[config.mk]
export PLATFORM = sky130hd
export DESIGN_NAME = weight_buf_loader_flat
export DESIGN_NICKNAME = d
export VERILOG_FILES = /design/src/rtl/weight_buf_loader_if.sv /design/src/rtl/weight_buf_loader.sv /design/src/flat_wrapper.sv
export SDC_FILE = /design/constraint.sdc
export NUM_CORES = 1
export LEC_CHECK = 0
export CAP_MARGIN = 20
export CORE_MARGIN = 5
export CORE_UTILIZATION = 35
export DETAILED_ROUTE_END_ITERATION = 8
export DONT_BUFFER_PORTS = 1
export MAX_ROUTING_LAYER = met4
export PLACE_DENSITY = 0.52
export RECOVER_POWER = 100
export SLEW_MARGIN = 5
export SYNTH_ARGS = -nofsm -noshare
export SYNTH_HDL_FRONTEND = slang
export SYNTH_SLANG_ARGS = --single-unit
export TNS_END_PERCENT = 20
[constraint.sdc]
create_clock -name clk -period 2.8 [get_ports clk]
set_input_delay 0.28 -clock clk [delete_from_list [all_inputs] [get_ports clk]]
set_output_delay 0.28 -clock clk [all_outputs]
set_load 0.1 [all_outputs]
[src/rtl/weight_buf_loader_if.sv]
// -----------------------------------------------------------------------------
// weight_buf_loader_if
// Bus bundles used by weight_buf_loader.
//
// wbuf_stream_if : DMA word stream (valid/ready handshake)
//   s_valid  word valid            (master -> slave)
//   s_data   stream word, IW bits  (master -> slave)
//   s_last   last word of transfer (master -> slave)
//   s_ready  stream ready          (slave  -> master)
//
// wbuf_mem_if : single-port SRAM wrapper port
//   mem_cs    chip select          (master -> slave)
//   mem_we    write enable         (master -> slave)
//   mem_addr  line address, AW     (master -> slave)
//   mem_wdata write line, DW       (master -> slave)
//   mem_rdata read line, DW        (slave  -> master, 1-cycle latency)
// -----------------------------------------------------------------------------
interface wbuf_stream_if #(
    parameter int IW = 32
);
    logic          s_valid;
    logic [IW-1:0] s_data;
    logic          s_last;
    logic          s_ready;

    modport master (output s_valid, output s_data, output s_last, input s_ready);
    modport slave  (input s_valid, input s_data, input s_last, output s_ready);
endinterface

interface wbuf_mem_if #(
    parameter int DW = 128,
    parameter int AW = 4
);
    logic          mem_cs;
    logic          mem_we;
    logic [AW-1:0] mem_addr;
    logic [DW-1:0] mem_wdata;
    logic [DW-1:0] mem_rdata;

    modport master (output mem_cs, output mem_we, output mem_addr, output mem_wdata,
                    input mem_rdata);
    modport slave  (input mem_cs, input mem_we, input mem_addr, input mem_wdata,
                    output mem_rdata);
endinterface

[src/rtl/weight_buf_loader.sv]
// -----------------------------------------------------------------------------
// weight_buf_loader
// Packs IW-bit DMA words into DW-bit weight lines (first word in the LSBs) and
// writes them to consecutive addresses of the weight single-port SRAM. While
// idle, compute-array reads are multiplexed onto the same SRAM port
// (1-cycle read latency).
//
// Ports:
//   clk        clock, rising edge
//   rst        synchronous active-high reset
//   start      one-cycle load request (honoured only in IDLE)
//   num_lines  lines to load, latched on start, clamped to DEPTH
//   busy       high in LOAD and DONE
//   done       one-cycle pulse at end of a load
//   err        sticky framing error, cleared by the next accepted start
//   rd_en      compute read request
//   rd_addr    compute read address
//   rd_valid   rd_data valid (one cycle after an honoured rd_en)
//   rd_data    read line, passes mem_rdata through
//   s          DMA stream (wbuf_stream_if.slave)
//   m          SRAM port  (wbuf_mem_if.master)
//
// Build option:
//   WBUF_ZERO_PAD_EN  when defined, a partial line terminated by an early
//                     s_last is zero-filled and written; otherwise discarded.
// -----------------------------------------------------------------------------
module weight_buf_loader #(
    parameter int IW    = 32,
    parameter int DW    = 128,
    parameter int AW    = 4,
    parameter int DEPTH = 16
) (
    input  logic          clk,
    input  logic          rst,
    input  logic          start,
    input  logic [AW:0]   num_lines,
    output logic          busy,
    output logic          done,
    output logic          err,
    input  logic          rd_en,
    input  logic [AW-1:0] rd_addr,
    output logic          rd_valid,
    output logic [DW-1:0] rd_data,
    wbuf_stream_if.slave  s,
    wbuf_mem_if.master    m
);

    localparam int R  = DW / IW;
    localparam int KW = $clog2(R);
    localparam logic [AW:0]   NL_MAX  = (AW+1)'(DEPTH);
    localparam logic [KW-1:0] K_LAST  = KW'(R - 1);

    typedef enum logic [1:0] {
        ST_IDLE = 2'd0,
        ST_LOAD = 2'd1,
        ST_DONE = 2'd2
    } state_t;

    state_t        state_r;
    logic [KW-1:0] k_r;
    logic [AW:0]   n_r;
    logic [AW:0]   nl_r;
    logic [DW-1:0] line_r;
    logic          wr_pending_r;
    logic [AW-1:0] wr_addr_r;
    logic [DW-1:0] wr_data_r;
    logic          err_r;
    logic          busy_r;
    logic          done_r;
    logic          s_ready_r;
    logic          rd_valid_r;

    logic          hs_s;
    logic          line_full_s;
    logic          final_word_s;
    logic [AW:0]   clamp_s;
    logic [DW-1:0] merged_line_s;
    logic          rd_sel_s;

    // Handshake and line/load position decode
    always_comb begin
        hs_s         = s.s_valid & s_ready_r;
        line_full_s  = (k_r == K_LAST);
        final_word_s = line_full_s & (n_r == (nl_r - (AW+1)'(1)));
    end

    // Clamp the requested line count to the buffer depth
    always_comb begin
        if (num_lines > NL_MAX) begin
            clamp_s = NL_MAX;
        end else begin
            clamp_s = num_lines;
        end
    end

    // Current line with the incoming word inserted at slot k; slots above k
    // are still zero because the line register is cleared at each line start
    always_comb begin
        merged_line_s = line_r;
        for (int i = 0; i < R; i++) begin
            if (k_r == KW'(i)) begin
                merged_line_s[i*IW +: IW] = s.s_data;
            end else begin
                merged_line_s[i*IW +: IW] = line_r[i*IW +: IW];
            end
        end
    end

    // Read requests are honoured only in IDLE with no line write outstanding
    always_comb begin
        if (!rst && (state_r == ST_IDLE) && !wr_pending_r && rd_en) begin
            rd_sel_s = 1'b1;
        end else begin
            rd_sel_s = 1'b0;
        end
    end

    // SRAM port mux: a pending line write always owns the port
    always_comb begin
        m.mem_cs   = 1'b0;
        m.mem_we   = 1'b0;
        m.mem_addr = wr_addr_r;
        if (rst) begin
            m.mem_cs   = 1'b0;
            m.mem_we   = 1'b0;
            m.mem_addr = wr_addr_r;
        end else if (wr_pending_r) begin
            m.mem_cs   = 1'b1;
            m.mem_we   = 1'b1;
            m.mem_addr = wr_addr_r;
        end else if (rd_sel_s) begin
            m.mem_cs   = 1'b1;
            m.mem_we   = 1'b0;
            m.mem_addr = rd_addr;
        end else begin
            m.mem_cs   = 1'b0;
            m.mem_we   = 1'b0;
            m.mem_addr = wr_addr_r;
        end
    end

    // Output drive from registers
    always_comb begin
        m.mem_wdata = wr_data_r;
        s.s_ready   = s_ready_r;
        busy        = busy_r;
        done        = done_r;
        err         = err_r;
        rd_valid    = rd_valid_r;
        rd_data     = m.mem_rdata;
    end

    // Load FSM, line packer, write register and read-valid tracking
    always_ff @(posedge clk) begin
        if (rst) begin
            state_r      <= ST_IDLE;
            k_r          <= '0;
            n_r          <= '0;
            nl_r         <= '0;
            line_r       <= '0;
            wr_pending_r <= 1'b0;
            wr_addr_r    <= '0;
            wr_data_r    <= '0;
            err_r        <= 1'b0;
            busy_r       <= 1'b0;
            done_r       <= 1'b0;
            s_ready_r    <= 1'b0;
            rd_valid_r   <= 1'b0;
        end else begin
            wr_pending_r <= 1'b0;
            done_r       <= 1'b0;
            rd_valid_r   <= rd_sel_s;
            case (state_r)
                ST_IDLE: begin
                    if (start) begin
                        err_r  <= 1'b0;
                        k_r    <= '0;
                        n_r    <= '0;
                        line_r <= '0;
                        nl_r   <= clamp_s;
                        busy_r <= 1'b1;
                        if (clamp_s == (AW+1)'(0)) begin
                            state_r   <= ST_DONE;
                            done_r    <= 1'b1;
                            s_ready_r <= 1'b0;
                        end else begin
                            state_r   <= ST_LOAD;
                            s_ready_r <= 1'b1;
                        end
                    end else begin
                        busy_r    <= 1'b0;
                        s_ready_r <= 1'b0;
                    end
                end
                ST_LOAD: begin
                    if (hs_s) begin
                        if (line_full_s) begin
                            // Full line: hand it to the write register, keep streaming
                            wr_pending_r <= 1'b1;
                            wr_addr_r    <= n_r[AW-1:0];
                            wr_data_r    <= merged_line_s;
                            line_r       <= '0;
                            k_r          <= '0;
                            n_r          <= n_r + (AW+1)'(1);
                        end else begin
                            line_r <= merged_line_s;
                            k_r    <= k_r + KW'(1);
                        end
                        if (final_word_s) begin
                            if (!s.s_last) begin
                                err_r <= 1'b1;
                            end else begin
                                err_r <= err_r;
                            end
                            state_r   <= ST_DONE;
                            done_r    <= 1'b1;
                            s_ready_r <= 1'b0;
                        end else if (s.s_last) begin
                            // Early end of transfer
                            err_r     <= 1'b1;
                            state_r   <= ST_DONE;
                            done_r    <= 1'b1;
                            s_ready_r <= 1'b0;
                            line_r    <= '0;
`ifdef WBUF_ZERO_PAD_EN
                            if (!line_full_s) begin
                                wr_pending_r <= 1'b1;
                                wr_addr_r    <= n_r[AW-1:0];
                                wr_data_r    <= merged_line_s;
                            end else begin
                                wr_pending_r <= 1'b1;
                            end
`endif
                        end else begin
                            state_r <= ST_LOAD;
                        end
                    end else begin
                        state_r <= ST_LOAD;
                    end
                end
                ST_DONE: begin
                    state_r   <= ST_IDLE;
                    busy_r    <= 1'b0;
                    s_ready_r <= 1'b0;
                end
                default: begin
                    state_r   <= ST_IDLE;
                    busy_r    <= 1'b0;
                    s_ready_r <= 1'b0;
                end
            endcase
        end
    end

endmodule

[src/flat_wrapper.sv]
// flat-port wrapper written by rule: the top's interface ports become plain ports
module weight_buf_loader_flat 
#(
    parameter int IW    = 32,
    parameter int DW    = 128,
    parameter int AW    = 4,
    parameter int DEPTH = 16
)
  (clk, rst, start, num_lines, busy, done, err, rd_en, rd_addr, rd_valid, rd_data, s_s_valid, s_s_data, s_s_last, s_s_ready, m_mem_cs, m_mem_we, m_mem_addr, m_mem_wdata, m_mem_rdata);
  wbuf_stream_if #(.IW(IW)) s_i ();
  wbuf_mem_if #(.DW(DW), .AW(AW)) m_i ();
  input  logic clk;
  input  logic rst;
  input  logic start;
  input  logic [AW:0] num_lines;
  output logic busy;
  output logic done;
  output logic err;
  input  logic rd_en;
  input  logic [AW-1:0] rd_addr;
  output logic rd_valid;
  output logic [DW-1:0] rd_data;
  input wire logic [$bits(s_i.s_valid)-1:0] s_s_valid;
  input wire logic [$bits(s_i.s_data)-1:0] s_s_data;
  input wire logic [$bits(s_i.s_last)-1:0] s_s_last;
  output wire logic [$bits(s_i.s_ready)-1:0] s_s_ready;
  output wire logic [$bits(m_i.mem_cs)-1:0] m_mem_cs;
  output wire logic [$bits(m_i.mem_we)-1:0] m_mem_we;
  output wire logic [$bits(m_i.mem_addr)-1:0] m_mem_addr;
  output wire logic [$bits(m_i.mem_wdata)-1:0] m_mem_wdata;
  input wire logic [$bits(m_i.mem_rdata)-1:0] m_mem_rdata;
  assign s_i.s_valid = s_s_valid;
  assign s_i.s_data = s_s_data;
  assign s_i.s_last = s_s_last;
  assign s_s_ready = s_i.s_ready;
  assign m_mem_cs = m_i.mem_cs;
  assign m_mem_we = m_i.mem_we;
  assign m_mem_addr = m_i.mem_addr;
  assign m_mem_wdata = m_i.mem_wdata;
  assign m_i.mem_rdata = m_mem_rdata;
  weight_buf_loader #(.IW(IW), .DW(DW), .AW(AW), .DEPTH(DEPTH)) u_core (.clk(clk), .rst(rst), .start(start), .num_lines(num_lines), .busy(busy), .done(done), .err(err), .rd_en(rd_en), .rd_addr(rd_addr), .rd_valid(rd_valid), .rd_data(rd_data), .s(s_i), .m(m_i));
endmodule
# [Word-level counts from Yosys, hierarchy flattened]
# Index checks and enable logic that the tools add are counted.
[word_totals] reg_bits=280 output_inout_bits=267 elab_cells=102
[classes] n_addsub=3 n_lt_le_gt_ge=1 eq_ne=10 muxes=55 bitwise_logic=4 n_reduce_logical=16
[op_table] operator="$mux 128" count=5
[op_table] operator="$pmux 128 s2" count=1
[op_table] operator="$mux 32" count=4
[op_table] operator="$mux 1" count=23
[op_table] operator="$mux 5" count=4
[op_table] operator="$mux 2" count=8
[op_table] operator="$mux 4" count=3
[op_table] operator="$pmux 5 s2" count=1
[op_table] operator="$pmux 1 s2" count=4
[op_table] operator="$pmux 2 s2" count=2
[op_table] operator="$reduce_and 3->1" count=2
[op_table] operator="$add 5x1->5 const B" count=1
[op_table] operator="$eq 5x5->1" count=1
[op_table] operator="$gt 5x5->1 const B" count=1
[op_table] operator="$logic_not 5->1" count=1
[op_table] operator="$reduce_and 5->1" count=1
[op_table] operator="$sub 5x1->5 const B" count=1
[op_table] operator="$eq 2x1->1 const B" count=2
[op_table] operator="$eq 2x2->1 const B" count=2
[op_table] operator="$logic_not 2->1" count=2
[op_table] operator="$ne 2x1->1 const B" count=2
[op_table] operator="$reduce_and 2->1" count=2
[op_table] operator="$reduce_and 4->1" count=1
[op_table] operator="$logic_and 1x1->1" count=3
[op_table] operator="other kinds (9)" count=12

# [Logic depth before layout (Yosys ltp)]
[depth] ltp_word=8 mapped_depth=9 depth_no_buf=7

# [Least setup slack after synthesis]
# OpenSTA, ideal clock, no wires.
[synth_path] kind="input port to output port" start="input rst" end="output m_mem_cs" arrival_ns=2.394 required_time_ns=2.520 slack_ns=0.126 stages=3 path_buffers=1 path_cell_list="buf_6 > nor2b_1 > or2_2"
[synth_between] elab_chain_len=8
[synth_rtl] item="start: declaration" line_no="flat_wrapper.sv:13" text="input logic rst;"
[synth_rtl] item="$logic_not 1->1" line_no="weight_buf_loader.sv:111" text="if (!rst && (state_r == ST_IDLE) && !wr_pending_r && rd_en) begin"
[synth_rtl] item="$logic_and 1x1->1 (3 in a row)" line_no="weight_buf_loader.sv:111"
[synth_rtl] item="$mux 1" line_no="weight_buf_loader.sv:111"
[synth_rtl] item="$mux 1" line_no="weight_buf_loader.sv:131" text="end else if (rd_sel_s) begin"
[synth_rtl] item="$mux 1" line_no="weight_buf_loader.sv:127" text="end else if (wr_pending_r) begin"
[synth_rtl] item="$mux 1 *" line_no="weight_buf_loader.sv:123" text="if (rst) begin"
[synth_rtl] item="end: declaration" line_no="flat_wrapper.sv:27" text="output wire logic [$bits(m_i.mem_cs)-1:0] m_mem_cs;"
# Every way passes the cells marked *; elsewhere a longest branch is shown, timed or not.

# [Final worst setup path]
[layout_path] start="register u_core.state_r[1]" end="output m_mem_addr[2]"
[layout_between] elab_chain_len=8
[layout_rtl] item="start: declaration" line_no="weight_buf_loader.sv:59" text="state_t state_r;"
[layout_rtl] item="start signal: assignment" line_no="weight_buf_loader.sv:156" text="state_r <= ST_IDLE;"
[layout_rtl] item="start signal: assignment" line_no="weight_buf_loader.sv:183" text="state_r <= ST_DONE;"
[layout_rtl] item="start signal: assignment" line_no="weight_buf_loader.sv:187" text="state_r <= ST_LOAD;"
[layout_rtl] item="$logic_not 2->1" line_no="weight_buf_loader.sv:111"
[layout_rtl] item="$logic_and 1x1->1 (3 in a row)" line_no="weight_buf_loader.sv:111"
[layout_rtl] item="$mux 1" line_no="weight_buf_loader.sv:111"
[layout_rtl] item="$mux 4" line_no="weight_buf_loader.sv:131"
[layout_rtl] item="$mux 4" line_no="weight_buf_loader.sv:127"
[layout_rtl] item="$mux 4" line_no="weight_buf_loader.sv:123"
[layout_rtl] item="end: declaration" line_no="flat_wrapper.sv:29" text="output wire logic [$bits(m_i.mem_addr)-1:0] m_mem_addr;"
# No other way between the ends.

==> flow_metrics.tcl <==
set metrics [dict create \
    cts_sinks 248 \
    period_share 0.962 \
    power_w 0.00782 \
    grt_max_degree 145 \
    syn_inst 1179 \
    power_density_mw_per_mm2 610 \
    dpl_cell_area_mm2 0.0107 \
    place_congestion 0.751 \
    insertion_delay_ns 0.55 \
    clk_pin_slew_ns 0.06 \
    die_h_um 188 \
    dp_hpwl_um 18500 \
    ys.flop_type "dfxtp_1" \
    maxSlewViolCount 0 \
    wl_um 33100 \
    end_kind "primary output" \
    num_vias 8642 \
    worstPathMaxFanout 13 \
    cts_tree "done" \
    synthArstFlopShare 0 \
    grt_pass1_wl_um 50600 \
    fp.coreArea_mm2 0.0314 \
    htree_levels 1 \
    initial_core_util 0.352 \
    antenna_cells 0 \
    critPathRequiredTime_ns 2.52 \
    synth-seq-cells 248 \
    drtIter0Drc 470 \
    layout_commonest_cell "dfxtp_1" \
    fin_util 0.409 \
    postCtsSetupRepairBufs 0 \
    yosys.cell_types.count 47 \
    pin_count 442 \
    drc 0 \
    port_buffers 0 \
    cap_violations 0 \
    grt_util_all_layers 0.181 \
    clock-root-buffer "clkbuf_16" \
    layout.nets 1385 \
    clock-skew-final_ns 0.0173 \
    cp.arrival_ns 2.41 \
    vias_per_cell 5.31 \
    multi_input_area_mm2 0.00454 \
    stdcell_area_mm2 0.0128 \
    layout_common_cells "dfxtp_1 (248), nor2_1 (202), dlygate4sd3_1 (136)" \
    final.setup.tns_ns 0 \
    postSynthAreaPerCell_um2 9.37 \
    tightest_slew_ns 1.33 \
    yosysWarnings 0 \
    ant_nets 0 \
    final_layout_size_suffix_gt1_frac 0.0742 \
    fillers 3130 \
    startpoint_type "flip-flop" \
    seq_area_frac_synth 0.449 \
    dieWidth_um 188 \
    register_area_mm2 0.00496 \
    outcome "finished, final reports clean" \
    rsz0062_at_grt "false" \
    num_rows 65 \
    grt_overflow 0 \
    synth-edff-count 0 \
    cellLeakagePower_nw 4.55 \
    hold_violations 0 \
    antenna_found_initial 0 \
    synth_fp_nets 1360 \
    ir_worst_vdd_v 0.000463 \
    hold_class "in -> reg" \
    cts_buffers 29 \
    grt_pass1_vias 8554 \
    die-area_mm2 0.0352 \
    wl_per_cell_um 20.3 \
    critPathKind "reg -> out" \
    clock.fmax_mhz 371 \
    hold_ws_ns 0.0200 \
    setup_viol 0 \
    cts_buffer_depth 3 \
    relSlewSlack 0.117 \
    drt_pass1_iterations 5 \
    area_growth_pct 16.1 \
    syn_area_mm2 0.0111 \
    post-route-min-period_ns 2.69 \
]
critical path: stages, from the launching register on:
cell,delay [ns]
dfxtp_1,0.45
or2_4,0.34
nor4b_4,0.57
mux2_4,0.49
through the flow:
stage	setup slack [ns]	instances
floorplan	0.126	1179
global placement	0.460	1435
detailed placement	0.400	1435
CTS	0.0293	1625
global route	0.0123	1628
finish	0.108	1628
metal layers:
metal | track usage | vias to the layer above | part of all wire
met2 | 0.302 | 271 | 0.49
met3 | 0.0430 | 103 | 0.062
met1 | 0.217 | 4143 | 0.42
met5 | - | - | 0
li1 | - | 4125 | -
met4 | 0.0599 | 0 | 0.033
cell usage after synthesis (2+ instances only):
library cell,instances,share of area
dfxtp_1,248,0.45
nor2_1,203,0.069
buf_4,128,0.087
a211oi_1,96,0.065
mux2i_1,96,0.087
a32oi_1,93,0.074
nand2_1,80,0.027
a21oi_1,51,0.023
buf_2,41,0.019
clkbuf_1,37,0.013
buf_6,14,0.014
buf_8,6,0.0082
ha_1,6,0.0068
o21ai_0,6,0.0027
xnor2_1,6,0.0048
buf_1,5,0.0017
inv_1,5,0.0017
nand3_1,5,0.0023
nand4_1,5,0.0028
xor2_1,5,0.0040
mux2_4,4,0.0054
nand3b_1,4,0.0027
a22oi_1,3,0.0020
o21ai_4,3,0.0044
or2_2,3,0.0017
and2_4,2,0.0016
nand2b_1,2,0.0011
nor2b_1,2,0.0011
nor3_1,2,0.00091
where the power goes:
group / leakage (nW) / total [W] / internal [W] / switching (W)
Sequential: 2.00 / 0.00359 / 0.00355 / 0.0000374
Clock: 0.450 / 0.00370 / 0.00219 / 0.00151
Combinational: 2.11 / 0.000539 / 0.000181 / 0.000358
cells by family after synthesis:
group,count (synthesis),synth area share
AO/OA/AOI/OAI,257,0.175
buffers and inverters,236,0.144
multiplexers,101,0.0934
AND/OR/NAND/NOR,320,0.122
flip-flops,248,0.449
XOR/XNOR,11,0.00872
adder cells (fa/ha/maj),6,0.00679
repair_timing:
action                     in CTS  in global routing
setup endpoints to repair       0                 24
gates resized for setup         0                  5
hold endpoints to repair      248                  0
hold buffers                  137                  0
final timing paths:
check / start / to / slack [ns] / cells after the start
max: u_core.state_r[1] / m_mem_addr[2] / 0.11 / 3
min: s_s_data[11] / u_core.m.mem_wdata[75] / 0.02 / 2
max reg2reg: u_core.k_r[0] / u_core.line_r[20] / 0.16 / 7
min reg2reg: u_core.line_r[49] / u_core.line_r[49] / 0.48 / 2
sequential cells by signal, summed over array words and instances (netlist names):
name / cells
u_core.busy: 1
u_core.done: 1
u_core.err: 1
u_core.k_r: 2
u_core.line_r: 96
u_core.m.mem_wdata: 128
u_core.n_r: 5
u_core.nl_r: 5
u_core.rd_valid: 1
u_core.s.s_ready: 1
u_core.state_r: 2
u_core.wr_addr_r: 4
u_core.wr_pending_r: 1
layout make-up:
type,count,share of cell area
flip-flops and latches,248,0.387
inverters,5,0.00146
well taps,402,0.0392
multi-input cells,697,0.354
clock inverters,10,0.00965
repair buffers,223,0.146
clock buffers,43,0.0630
No activity file was read; power rests on OpenSTA's default activity.
